<file path="config.mk">
export PLATFORM = sky130hd
export DESIGN_NAME = mesh_terminal_agent
export DESIGN_NICKNAME = d
export VERILOG_FILES = /design/src/rtl/mesh_terminal_agent.sv
export SDC_FILE = /design/constraint.sdc
export NUM_CORES = 1
export LEC_CHECK = 0
export ABC_AREA = 0
export BUFFER_PORTS_ARGS = -buffer_cell sky130_fd_sc_hd__clkbuf_2
export CORE_ASPECT_RATIO = 0.6
export CORE_MARGIN = 2
export CORE_UTILIZATION = 52
export CTS_BUF_LIST = sky130_fd_sc_hd__clkbuf_4 sky130_fd_sc_hd__clkbuf_8
export DETAILED_ROUTE_END_ITERATION = 8
export PLACE_DENSITY = 0.77
export SETUP_SLACK_MARGIN = 0.1
export SLEW_MARGIN = 25
export SYNTH_ARGS = -nofsm -noshare
export SYNTH_HDL_FRONTEND = slang
export SYNTH_SLANG_ARGS = --single-unit
</file>
<file path="constraint.sdc">
create_clock -name clk -period 2.64 [get_ports clk]
set_clock_uncertainty 0.1 [all_clocks]
set_input_delay 0.396 -clock clk [delete_from_list [all_inputs] [get_ports clk]]
set_output_delay 0.396 -clock clk [all_outputs]
set_load 0.02 [all_outputs]
</file>
<file path="src/rtl/mesh_terminal_agent.sv">
// mesh_terminal_agent: mesh edge endpoint packing requests into a transmit FIFO and reporting delivered packets
// Ports: clk, reset (async active-low); req_* packet request with req_ready handshake;
// data_out_i_in/pndng_i_in/popin inject packets into the mesh; pndng/data_out/pop drain packets
// the mesh delivers; rx_valid/rx_data/rx_err report each delivery; tx_count/rx_count traffic counters.
module mesh_terminal_agent #(
    parameter int PCKG_SZ    = 40,
    parameter int FIFO_DEPTH = 4,
    parameter int ROWS       = 4,
    parameter int COLUMS     = 4,
    parameter int SELF_ROW   = 0,
    parameter int SELF_COL   = 1
) (
    input  logic               clk,
    input  logic               reset,
    input  logic               req_valid,
    output logic               req_ready,
    input  logic [3:0]         req_row,
    input  logic [3:0]         req_col,
    input  logic               req_mode,
    input  logic [PCKG_SZ-18:0] req_payload,
    output logic [PCKG_SZ-1:0] data_out_i_in,
    output logic               pndng_i_in,
    input  logic               popin,
    input  logic               pndng,
    input  logic [PCKG_SZ-1:0] data_out,
    output logic               pop,
    output logic               rx_valid,
    output logic [PCKG_SZ-1:0] rx_data,
    output logic               rx_err,
    output logic [15:0]        tx_count,
    output logic [15:0]        rx_count
);
    localparam int AW = FIFO_DEPTH > 1 ? $clog2(FIFO_DEPTH) : 1;
    localparam int CW = $clog2(FIFO_DEPTH + 1);
    // Edge coordinates span 0..ROWS+1 / 0..COLUMS+1
    localparam logic [3:0] SR = 4'(SELF_ROW % (ROWS + 2));
    localparam logic [3:0] SC = 4'(SELF_COL % (COLUMS + 2));
    localparam logic IDLE = 1'b0;
    localparam logic WAIT = 1'b1;

    logic [PCKG_SZ-1:0] mem_q [FIFO_DEPTH];
    logic [AW-1:0]      wr_q, wr_d, rd_q, rd_d;
    logic [CW-1:0]      cnt_q, cnt_d;
    logic [15:0]        tx_q, rx_q;
    logic               st_q, st_d;
    logic               rx_valid_q, rx_err_q;
    logic [PCKG_SZ-1:0] rx_data_q;
    logic               push, drain, self_dst, bad_dst;
    logic [PCKG_SZ-1:0] pkt;

    // A request addressed to this terminal itself gets its coordinates swapped
    assign self_dst = req_row == SR && req_col == SC;
    assign pkt = {8'h00, self_dst ? req_col : req_row, self_dst ? req_row : req_col, req_mode, req_payload};
    assign req_ready = cnt_q < CW'(FIFO_DEPTH);
    assign push = req_valid && req_ready;
    assign drain = popin && cnt_q != '0;
    assign pndng_i_in = cnt_q != '0;
    assign data_out_i_in = pndng_i_in ? mem_q[rd_q] : '0;
    // Pop at most every other cycle so the mesh FIFO can refresh pndng
    assign pop = reset && st_q == IDLE && pndng;
    assign bad_dst = data_out[PCKG_SZ-9 -: 4] != SR || data_out[PCKG_SZ-13 -: 4] != SC;
    assign tx_count = tx_q;
    assign rx_count = rx_q;
    assign rx_valid = rx_valid_q;
    assign rx_data = rx_data_q;
    assign rx_err = rx_err_q;

    always_comb begin
        wr_d = push ? (wr_q == AW'(FIFO_DEPTH - 1) ? '0 : wr_q + 1'b1) : wr_q;
        rd_d = drain ? (rd_q == AW'(FIFO_DEPTH - 1) ? '0 : rd_q + 1'b1) : rd_q;
        cnt_d = cnt_q + CW'(push) - CW'(drain);
        st_d = pop ? WAIT : IDLE;
    end

    always_ff @(posedge clk) begin
        if (push) mem_q[wr_q] <= pkt;
    end

    always_ff @(posedge clk or negedge reset) begin
        if (!reset) begin
            wr_q       <= '0;
            rd_q       <= '0;
            cnt_q      <= '0;
            tx_q       <= '0;
            rx_q       <= '0;
            st_q       <= IDLE;
            rx_valid_q <= 1'b0;
            rx_err_q   <= 1'b0;
            rx_data_q  <= '0;
        end else begin
            wr_q       <= wr_d;
            rd_q       <= rd_d;
            cnt_q      <= cnt_d;
            tx_q       <= tx_q + 16'(drain);
            rx_q       <= rx_q + 16'(pop);
            st_q       <= st_d;
            rx_valid_q <= pop;
            rx_err_q   <= pop && bad_dst;
            if (pop) rx_data_q <= data_out;
        end
    end
endmodule

</file>
==> results.py <==
metrics = {
    "yosys": {
        "syn_avg_cell_area_sq_um": 15.2,
        "yosys-top-cells-area": "edfxtp_1, dfrtp_1, mux4_2",
        "yosysWarnings": 0,
        "synth_seq_cells": 209,
        "syn_area_sq_um": 8340,
        "async_reset_ff_share_pct": 38.8,
        "ys_seq_area_share_pct": 70.4,
        "synth_cell_types": 40,
        "synth-edff-count": 128,
        "yosys.area.top_type_share_pct": 46.1,
        "synth_ff_type": "edfxtp_1",
        "synth_cells": 549,
        "yosysTopAreaCell": "edfxtp_1",
    },
    "drt": {
        "via_count": 5484,
        "first_pass_iters": 6,
        "drc": 10,
        "routed_via_density": 5.19,
        "ant_nets": 0,
        "routedWlPerCell_um": 18.5,
        "routed_wl_mm": 19.6,
        "drtIter0Drc": 370,
    },
    "placed_design": {
        "dpl_cell_area_sq_um": 9490,
        "dp_cells": 920,
        "place.gp.congestion": 0.761,
        "io_buffers": 185,
        "dpl.hpwl_mm": 11.5,
    },
    "setup_path": {
        "crit_end": "data_out_i_in[17]",
        "startpoint_type": "register",
        "ff2ff_path_depth": 8,
        "cp.required_ns": 2.14,
        "worstSetupPathType": "reg2out",
        "worstPathMaxFanout": 8,
        "rr_startpoint": "cnt_q[2]",
        "end_kind": "output port",
        "arrival_ns": 2.14,
        "regToRegEndpoint": "cnt_q[2]",
        "crit_path_start": "rd_q[0]",
        "r2r_slack_ns": 0.34,
    },
    "floorplan": {
        "io_pins": 194,
        "initial_utilization_pct": 53.8,
        "dieArea_sq_um": 17100,
        "rows": 35,
        "die_width_um": 167,
        "core_sq_um": 15500,
        "dieHeight_um": 102,
    },
    "finish": {
        "final_nets": 918,
        "finalCoreUtilization_pct": 73.4,
        "nFillCells": 972,
        "final_cell_mix": "clkbuf_2, nand2_1, edfxtp_1",
        "drive_above_1_share_pct": 39.4,
        "area_growth_pct": 36.6,
        "layout_commonest_cell": "clkbuf_2",
        "multi_input_area_sq_um": 2350,
        "final_area_sq_um": 11400,
        "fin_cells": 1057,
        "seq_area_sq_um": 5870,
    },
    "cts": {
        "cts-buffers-inserted": 30,
        "clk_latency_ns": 0.54,
        "cts_tree": "built",
        "tritoncts_num_sinks": 209,
        "root_buffer": "clkbuf_8",
        "path_clk_slew_ns": 0.06,
        "cts.path.max_buffers": 3,
        "htree_levels": 1,
    },
    "power_and_ir_drop": {
        "irDropWorstVdd_mv": 0.832,
        "pwr_density_cell_nw_per_um2": 1040,
        "total_leakage_power_nw": 4.95,
        "finalPower_mw": 11.8,
    },
    "hold_path": {
        "min_from": "req_col[0]",
        "hp-class": "in2reg",
        "min_delay_path_depth": 2,
    },
    "sta": {
        "period_share_pct": 100,
        "tightest_slew_ns": 0.533,
        "hold_violations": 0,
        "rsz0062_at_grt": "yes",
        "setup_viol": 0,
        "fmax_ghz": 0.379,
        "holdWs_ns": 0.153,
        "finalCriticalPeriod_ns": 2.64,
        "slew_headroom_pct": 64.5,
        "final-max-slew-violation-count": 0,
    },
    "job": {
        "drv_cap": 0,
    },
    "grt": {
        "antenna_found_initial": 1,
        "grt_pass1_wl_mm": 29.8,
        "grt_max_degree": 44,
        "grt_pass1_vias": 5794,
        "overflow": 0,
        "grt_usage_pct": 22.7,
    },
    "outcome": {
        "status": "complete, but fails checks",
        "violations": "design-rule violations",
    },
}
==> stage by stage <==
stage	worst slack (ns)	setup TNS [ns]
floorplan	0.107	0
global placement	0.478	0
detailed placement	0.352	0
CTS	0.0136	0
global route	-0.0524	-0.457
finish	0.0000397	0
==> flip-flops by register name (all words and copies together) (netlist names) <==
| signal | count |
|---|---|
| rx_valid | 1 |
| cnt_q | 3 |
| tx_count | 16 |
| wr_q | 2 |
| rx_data | 40 |
| rx_count | 16 |
| rx_err | 1 |
| mem_q | 128 |
| rd_q | 2 |
==> repair_timing <==
| item | CTS | global route |
|---|---|---|
| buffers inserted | 3 | 3 |
| cloned | 4 | 0 |
| resized for setup | 61 | 75 |
| hold buffers | 71 | 0 |
| endpoints found under the setup margin | 32 | 32 |
| endpoints found under the hold margin | 197 | 0 |
==> worst max-delay path, cell delays in order, from the launching register on <==
cell and delay, ns:
dfrtp_2 0.45, buf_6 0.16, buf_16 0.15, mux4_2 0.52, and2_4 0.18, buf_8 0.12
==> Yosys cell counts, drive strengths merged (2+ instances only) <==
cell type and n:
nand2 132, edfxtp 128, dfrtp 81, and2 36, mux4 32, xnor2 21
clkbuf 19, buf 16, nand3 11, ha 10, xor2 10, inv 9
nand4 8, nor3 6, and4 5, nor2 5, and3 3, nor4 2
nor4b 2, o21ai 2
==> logic make-up after synthesis <==
group	after synthesis	share of synthesized area, %
AO/OA/AOI/OAI	5	0.360
flip-flops	209	70.4
XOR/XNOR	31	3.26
multiplexers	33	8.78
AND/OR/NAND/NOR	215	12.6
other	1	0.0450
buffers and inverters	44	2.79
adder cells (fa/ha/maj)	11	1.74
==> where the power goes <==
group          switching (mW)  total [mW]  internal, mW  leakage [nW]
clock                    1.18        2.76          1.58         0.349
combinational            2.23        4.74          2.51          2.42
sequential              0.331        4.35          4.02          2.19
==> cell type report <==
type	count	area share (%)
Multi-Input combinational cell	303	20.6
Clock buffer	43	4.65
Timing Repair Buffer	277	19.5
Clock inverter	12	1.13
Tap cell	203	2.23
Antenna cell	1	0.0220
Sequential cell	209	51.6
Inverter	9	0.297
==> worst min path at each step <==
| stage | slack (ns) | to |
|---|---|---|
| 4_1_cts | 0.11 | mem_q[2][24] |
| 3_3_place_gp | 0.36 | rx_count[15] |
| 6_report | 0.15 | mem_q[2][24] |
| 2_1_floorplan | 0.0004 | cnt_q[0] |
| 5_1_grt | 0.16 | mem_q[2][28] |
| 3_5_place_dp | 0.36 | rx_data[19] |
==> routing by layer <==
layer / global-route usage [%] / routed length (um) / vias to the layer above
li1: - / - / 2495
met4: 8.03 / 563 / 0
met2: 38.5 / 9860 / 219
met5: 0 / 0 / -
met3: 4.03 / 1000 / 48
met1: 30.4 / 8160 / 2722
No activity file was read; power rests on OpenSTA's default activity.
